`config.mk`:
```
export PLATFORM = sky130hd
export DESIGN_NAME = imem_loader_flat
export DESIGN_NICKNAME = d
export VERILOG_FILES = /design/src/rtl/imem_loader_if.sv /design/src/rtl/imem_loader.sv /design/src/flat_wrapper.sv
export SDC_FILE = /design/constraint.sdc
export NUM_CORES = 1
export LEC_CHECK = 0
export BUFFER_PORTS_ARGS = -buffer_cell sky130_fd_sc_hd__buf_4
export CAP_MARGIN = 20
export CORE_MARGIN = 2
export CORE_UTILIZATION = 45
export DETAILED_ROUTE_END_ITERATION = 8
export GPL_TIMING_DRIVEN = 0
export MAX_ROUTING_LAYER = met4
export PLACE_DENSITY = 0.67
export SYNTH_ARGS = -nofsm -noshare
export SYNTH_HDL_FRONTEND = slang
export SYNTH_SLANG_ARGS = --single-unit
```
`constraint.sdc`:
```
create_clock -name clk -period 3.3 [get_ports clk]
set_input_delay 0.165 -clock clk [delete_from_list [all_inputs] [get_ports clk]]
set_output_delay 0.165 -clock clk [all_outputs]
set_load 0.05 [all_outputs]
```
`src/rtl/imem_loader_if.sv`:
```
// ---------------------------------------------------------------------------
// imem_loader_if
// Purpose : bundles the two bus-style connections of the instruction memory
//           loader: the byte stream from the serial receiver (valid/ready)
//           and the instruction RAM write port.
// Signals :
//   rx_data   [7:0]        incoming byte
//   rx_valid               rx_data valid
//   rx_ready               loader can accept a byte this cycle
//   mem_we                 instruction RAM write enable (one cycle per word)
//   mem_addr  [ADDR_W-1:0] word address for the write
//   mem_wdata [15:0]       instruction word to write
// Modports:
//   master : environment side (byte source + RAM)
//   slave  : loader side
// ---------------------------------------------------------------------------
interface imem_loader_if #(
  parameter int ADDR_W = 9
);
  logic [7:0]        rx_data;
  logic              rx_valid;
  logic              rx_ready;
  logic              mem_we;
  logic [ADDR_W-1:0] mem_addr;
  logic [15:0]       mem_wdata;

  modport master (
    output rx_data,
    output rx_valid,
    input  rx_ready,
    input  mem_we,
    input  mem_addr,
    input  mem_wdata
  );

  modport slave (
    input  rx_data,
    input  rx_valid,
    output rx_ready,
    output mem_we,
    output mem_addr,
    output mem_wdata
  );
endinterface

```
`src/rtl/imem_loader.sv`:
```
// ---------------------------------------------------------------------------
// imem_loader
// Purpose : writer side of the instruction memory. Receives a program image
//           as a big-endian byte stream (LEN_HI, LEN_LO, 2N data bytes and,
//           when enabled, one checksum byte) and writes it word by word into
//           the instruction RAM, holding the CPU off while loading.
// Ports   :
//   clk              system clock, rising edge
//   rst_n            asynchronous active-low reset
//   i_start          single-cycle pulse, begins a load session
//   bus (slave)      rx_data/rx_valid/rx_ready byte stream and
//                    mem_we/mem_addr/mem_wdata RAM write port
//   o_cpu_hold       CPU held in reset / PC frozen
//   o_busy           session in progress
//   o_done           image loaded successfully (level)
//   o_err            session failed (level)
//   o_words_written  words written in the current session
// Build option:
//   IMEM_LOADER_CHECKSUM_EN  adds an 8-bit checksum byte after the data;
//                            the data bytes plus checksum must sum to 0 mod 256.
// ---------------------------------------------------------------------------
module imem_loader #(
  parameter int ADDR_W = 9,
  parameter int DEPTH  = 512
) (
  input  logic              clk,
  input  logic              rst_n,
  input  logic              i_start,
  imem_loader_if.slave      bus,
  output logic              o_cpu_hold,
  output logic              o_busy,
  output logic              o_done,
  output logic              o_err,
  output logic [ADDR_W:0]   o_words_written
);

  localparam logic [3:0] S_IDLE    = 4'd0;
  localparam logic [3:0] S_LEN_HI  = 4'd1;
  localparam logic [3:0] S_LEN_LO  = 4'd2;
  localparam logic [3:0] S_DATA_HI = 4'd3;
  localparam logic [3:0] S_DATA_LO = 4'd4;
  localparam logic [3:0] S_WRITE   = 4'd5;
  localparam logic [3:0] S_DONE    = 4'd6;
  localparam logic [3:0] S_ERR     = 4'd7;
`ifdef IMEM_LOADER_CHECKSUM_EN
  localparam logic [3:0] S_CSUM    = 4'd8;
`endif

  localparam logic [16:0]       DEPTH_LEN = 17'(DEPTH);
  localparam logic [ADDR_W-1:0] LAST_ADDR = ADDR_W'(DEPTH - 1);
  localparam logic [ADDR_W-1:0] ADDR_ONE  = ADDR_W'(1);
  localparam logic [ADDR_W:0]   CNT_ONE   = (ADDR_W + 1)'(1);

  logic [3:0]        r_state;
  logic [7:0]        r_lenHi;
  logic [ADDR_W:0]   r_len;
  logic [ADDR_W-1:0] r_addr;
  logic [15:0]       r_wdata;
  logic [ADDR_W:0]   r_wordsWritten;
`ifdef IMEM_LOADER_CHECKSUM_EN
  logic [7:0]        r_sum;
  logic [7:0]        w_csumTotal;
`endif

  logic              w_rxReady;
  logic              w_accept;
  logic              w_sessionStart;
  logic [15:0]       w_len;
  logic              w_lenBad;
  logic [ADDR_W:0]   w_nextCount;
  logic              w_lastWord;

  // Ready is purely a function of the state, so it never depends on rx_valid
  // and the source can rely on it being stable for the whole cycle.
  assign w_rxReady = (r_state == S_LEN_HI)  || (r_state == S_LEN_LO) ||
                     (r_state == S_DATA_HI) || (r_state == S_DATA_LO)
`ifdef IMEM_LOADER_CHECKSUM_EN
                     || (r_state == S_CSUM)
`endif
                     ;
  assign w_accept = bus.rx_valid && w_rxReady;

  // A session may be (re)started only from an idle or finished state;
  // start pulses during a session are ignored.
  assign w_sessionStart = i_start &&
                          ((r_state == S_IDLE) || (r_state == S_DONE) || (r_state == S_ERR));

  // The length is checked against the live low byte so the decision is made
  // on the same edge that accepts LEN_LO. A valid length always fits in
  // ADDR_W+1 bits because DEPTH <= 2^ADDR_W.
  assign w_len       = {r_lenHi, bus.rx_data};
  assign w_lenBad    = (w_len == 16'd0) || ({1'b0, w_len} > DEPTH_LEN);
  assign w_nextCount = r_wordsWritten + CNT_ONE;
  assign w_lastWord  = (w_nextCount == r_len);
`ifdef IMEM_LOADER_CHECKSUM_EN
  assign w_csumTotal = r_sum + bus.rx_data;
`endif

  // Status outputs derive from the state alone. The CPU stays held after an
  // error so a partially loaded image never runs.
  assign o_busy          = (r_state != S_IDLE) && (r_state != S_DONE) && (r_state != S_ERR);
  assign o_done          = (r_state == S_DONE);
  assign o_err           = (r_state == S_ERR);
  assign o_cpu_hold      = o_busy || o_err;
  assign o_words_written = r_wordsWritten;

  assign bus.rx_ready  = w_rxReady;
  assign bus.mem_we    = (r_state == S_WRITE);
  assign bus.mem_addr  = r_addr;
  assign bus.mem_wdata = r_wdata;

  // Main session FSM. The high byte of each word lands in the upper half of
  // the write-data register and the low byte in the lower half, so the
  // register already holds {hi,lo} during the WRITE cycle. The address
  // stops at the last RAM word instead of wrapping after a full-depth image.
  always_ff @(posedge clk or negedge rst_n) begin
    if (!rst_n) begin
      r_state        <= S_IDLE;
      r_lenHi        <= 8'd0;
      r_len          <= '0;
      r_addr         <= '0;
      r_wdata        <= 16'd0;
      r_wordsWritten <= '0;
`ifdef IMEM_LOADER_CHECKSUM_EN
      r_sum          <= 8'd0;
`endif
    end else begin
      case (r_state)
        S_IDLE, S_DONE, S_ERR: begin
          if (w_sessionStart) begin
            r_state        <= S_LEN_HI;
            r_addr         <= '0;
            r_wordsWritten <= '0;
`ifdef IMEM_LOADER_CHECKSUM_EN
            r_sum          <= 8'd0;
`endif
          end
        end
        S_LEN_HI: begin
          if (w_accept) begin
            r_lenHi <= bus.rx_data;
            r_state <= S_LEN_LO;
          end
        end
        S_LEN_LO: begin
          if (w_accept) begin
            r_len   <= w_len[ADDR_W:0];
            r_state <= w_lenBad ? S_ERR : S_DATA_HI;
          end
        end
        S_DATA_HI: begin
          if (w_accept) begin
            r_wdata[15:8] <= bus.rx_data;
`ifdef IMEM_LOADER_CHECKSUM_EN
            r_sum         <= w_csumTotal;
`endif
            r_state       <= S_DATA_LO;
          end
        end
        S_DATA_LO: begin
          if (w_accept) begin
            r_wdata[7:0] <= bus.rx_data;
`ifdef IMEM_LOADER_CHECKSUM_EN
            r_sum        <= w_csumTotal;
`endif
            r_state      <= S_WRITE;
          end
        end
        S_WRITE: begin
          r_wordsWritten <= w_nextCount;
          if (r_addr != LAST_ADDR) begin
            r_addr <= r_addr + ADDR_ONE;
          end
          if (!w_lastWord) begin
            r_state <= S_DATA_HI;
          end else begin
`ifdef IMEM_LOADER_CHECKSUM_EN
            r_state <= S_CSUM;
`else
            r_state <= S_DONE;
`endif
          end
        end
`ifdef IMEM_LOADER_CHECKSUM_EN
        S_CSUM: begin
          if (w_accept) begin
            r_state <= (w_csumTotal == 8'd0) ? S_DONE : S_ERR;
          end
        end
`endif
        default: r_state <= S_IDLE;
      endcase
    end
  end

endmodule

```
`src/flat_wrapper.sv`:
```
// flat-port wrapper written by rule: the top's interface ports become plain ports
module imem_loader_flat 
#(
  parameter int ADDR_W = 9,
  parameter int DEPTH  = 512
)
  (clk, rst_n, i_start, o_cpu_hold, o_busy, o_done, o_err, o_words_written, bus_rx_data, bus_rx_valid, bus_rx_ready, bus_mem_we, bus_mem_addr, bus_mem_wdata);
  imem_loader_if #(.ADDR_W(ADDR_W)) bus_i ();
  input  logic clk;
  input  logic rst_n;
  input  logic i_start;
  output logic o_cpu_hold;
  output logic o_busy;
  output logic o_done;
  output logic o_err;
  output logic [ADDR_W:0] o_words_written;
  input wire logic [$bits(bus_i.rx_data)-1:0] bus_rx_data;
  input wire logic [$bits(bus_i.rx_valid)-1:0] bus_rx_valid;
  output wire logic [$bits(bus_i.rx_ready)-1:0] bus_rx_ready;
  output wire logic [$bits(bus_i.mem_we)-1:0] bus_mem_we;
  output wire logic [$bits(bus_i.mem_addr)-1:0] bus_mem_addr;
  output wire logic [$bits(bus_i.mem_wdata)-1:0] bus_mem_wdata;
  assign bus_i.rx_data = bus_rx_data;
  assign bus_i.rx_valid = bus_rx_valid;
  assign bus_rx_ready = bus_i.rx_ready;
  assign bus_mem_we = bus_i.mem_we;
  assign bus_mem_addr = bus_i.mem_addr;
  assign bus_mem_wdata = bus_i.mem_wdata;
  imem_loader #(.ADDR_W(ADDR_W), .DEPTH(DEPTH)) u_core (.clk(clk), .rst_n(rst_n), .i_start(i_start), .bus(bus_i), .o_cpu_hold(o_cpu_hold), .o_busy(o_busy), .o_done(o_done), .o_err(o_err), .o_words_written(o_words_written));
endmodule
```
==> results.tsv <==
stage	metric	value	unit
cells_and_area	final_common_cell	dfrtp_1	
place	io_buffers	52	
yosys	syn_area	0.00281	mm²
sta	hold_viol_final	0	
die	core-area	0.00596	mm²
yosys	syn_inst	253	
cells_and_area	final_cell_mix	dfrtp_1, buf_4, mux2_2	
sta	rsz0062_at_grt	no	
clock_network	path_clk_slew	0.11	ns
yosys	ys.flop_type	dfrtp_1	
clock_network	cts-root-buf	clkbuf_8	
power_and_ir_drop	pwr-share-clk	12.5	%
grt	track_usage	17.6	%
hold_path	hold_path.class	primary input to flip-flop	
grt	grt_max_degree	57	
grt	antenna_found_initial	0	
yosys	ys_ff_latch	56	
sta	slew_headroom	36.8	%
yosys	synth_seq_area_share	50.0	%
clock_network	cts_tree	done	
sta	post-route-period-util	67.7	%
cells_and_area	drive_gt1_share	35.7	%
sta	tightest_slew	0.940	ns
worst_setup_path	arrival	2.44	ns
worst_setup_path	rrSetupSlack	1.06	ns
outcome	status	finished clean	
clock_network	numCtsBuffers	5	
place	dp_slack	1.09	ns
run	drv_cap	0	
die	io-pin-count	53	
die	die_h	83.0	µm
yosys	synth_fp_nets	268	
worst_setup_path	cpPeakStageDelay	0.55	ns
place	place.gp.congestion	0.843	
cells_and_area	final_area	0.00339	mm²
route	via_count	2078	
place	dp_hpwl	4050	µm
grt	grt_overflow	0	
power_and_ir_drop	powerDensity	921	mW/mm²
sta	fin_skew	0.00805	ns
route	wl_per_cell	14.3	µm
sta	layout_setup_ws	1.06	ns
route	drt_first_pass_iters	4	
yosys	yosysUniqueCellTypes	46	
yosys	synth.avg_cell_area	11.1	µm²
route	drtAntennaViolNets	0	
power_and_ir_drop	sw_frac_of_total	45.6	%
sta	fmax	447	MHz
sta	finalSetupViolations	0	
cells_and_area	insertedDiodeCount	0	
sta	slew_viol_final	0	
grt	grt_pass1_wl	9830	µm
sta	min_period	2.24	ns
clock_network	cts_sinks	56	
worst_setup_path	crit_path_start_kind	flip-flop	
route	dr.first_iter.drc_count	66	
worst_setup_path	cpMaxStageDelayCell	or4_4	
die	std_cell_rows	28	
yosys	yosys_warnings	0	
power_and_ir_drop	vdd_drop_max	0.000602	V
yosys	synth_edf_count	0	
clock_network	ctsResizeCount	0	
worst_setup_path	crit_type	flip-flop to flip-flop	
clock_network	cts_max_level	2	
power_and_ir_drop	intPower	1700	µW
place	placed_area	0.00329	mm²
clock_network	post_cts_buffers	0	
route	drc	0	
worst_setup_path	crit_path_max_fanout	6	
route	wl	5560	µm
clock_network	cts_buffer_depth	2	
cells_and_area	area_delta_synth_final	21.0	%
route	via_per_inst	5.34	
clock_network	ctsHoldBuffers	1	
sta	setup_tns	0	ns
grt	grt_pass1_vias	2040	
worst_setup_path	cpMostUsedCell	and4_4	
worst_setup_path	crit_chain	ha_1 > and4_4 > and4_4 > a211oi_1 > a31oi_1 > or4_4 > o21ba_1	
clock_network	clkLatencyLatePin	0.31	ns
worst_setup_path	critPathRequiredTime	3.50	ns
power_and_ir_drop	p_leak	0.00152	µW
cells_and_area	nNetsFinal	328	
power_and_ir_drop	combPwrFrac	52.3	%
die	dieArea	0.00688	mm²
worst_setup_path	cp-end-kind	flip-flop	
die	initial_core_util	47.1	%
power_and_ir_drop	power.switching	1420	µW
die	die_w	83.0	µm
power_and_ir_drop	p_seq_share	35.2	%
yosys	async_flop_share	100	%
cell usage after synthesis (all sizes together), types with 4 or more instances:
master  instances  area share, %
xor2           12            3.7
inv             6           0.80
a21oi           4           0.85
nor3            5           0.89
buf             5            1.3
mux2           36             14
nor2           21            2.9
xnor2           8            2.5
o21ai          19            3.4
nand2          25            3.3
dfrtp          56             50
nand3          11            2.4
nor4            5            1.9
cell type report:
type                            instances  area (µm²)
Clock inverter                          3        26.3
Multi-Input combinational cell        184        1340
Sequential cell                        56        1400
Inverter                                7        26.3
Clock buffer                            5        68.8
Timing Repair Buffer                   53         400
Buffer                                  6        41.3
Tap cell                               75        93.8
Fill cell                             565        2560
path summary, 6_finish.rpt:
path,from,end,cells past startpoint
setup / recovery,u_core.o_words_written[0],u_core.r_state[0],7
hold / removal,bus_rx_data[0],u_core.r_len[0],2
setup reg to reg,u_core.o_words_written[0],u_core.r_state[0],7
hold reg to reg,u_core.r_lenHi[7],u_core.r_lenHi[7],1
max in group asynchronous,rst_n,u_core.r_state[1],2
min in group asynchronous,rst_n,u_core.o_words_written[3],2
power groups by stage:
stage / sequential, µW / combinational [µW] / clock [µW]
after floorplan: 1480 / 838 / 0
after global placement: 1110 / 1620 / 0
after detailed placement: 1120 / 1640 / 0
after CTS: 1110 / 1640 / 410
after global routing: 1140 / 1750 / 442
final: 1100 / 1630 / 391
flip-flops by register name (all words and copies together) (netlist names):
register	cells
u_core.r_lenHi	8
u_core.bus.mem_addr	9
u_core.bus.mem_wdata	16
u_core.r_state	3
u_core.o_words_written	10
u_core.r_len	10
layer usage:
layer,GRT usage (%),vias up,part of all wire (%)
li1,-,1022,-
met1,23.9,1002,47
met2,27.0,50,48
met3,3.68,4,4.4
met4,4.92,0,0.99
met5,-,-,0
metrics by stage:
| stage | std cells | total power, µW | hold WS [ns] | util, % |
|---|---|---|---|---|
| 2_1_floorplan | 253 | 2320 | -0.131 | - |
| 3_3_place_gp | 380 | 2730 | 0.261 | 55.2 |
| 3_5_place_dp | 380 | 2760 | 0.259 | 55.2 |
| 4_1_cts | 389 | 3160 | 0.106 | 57.0 |
| 5_1_grt | 389 | 3330 | 0.104 | 57.0 |
| 6_report | 389 | 3130 | 0.117 | 57.0 |
critical path: cells and delay by family, from the launching register on:
| family | cells | cell delay (ns) |
|---|---|---|
| AOI/OAI and AO/OA | 3 | 0.43 |
| adders and majority gates | 1 | 0.29 |
| DFF | 1 | 0.48 |
| and+or+nand+nor | 3 | 0.92 |
cells by family after synthesis:
family	Yosys count	share of synthesized area, %
muxes	38	15.2
buffers and inverters	13	2.41
and+or+nand+nor	85	16.2
adders and majority gates	3	1.34
xor gates and xnor gates	20	6.24
DFF	56	50.0
AOI/OAI and AO/OA	38	8.65
(Power assumes the default switching activity.)
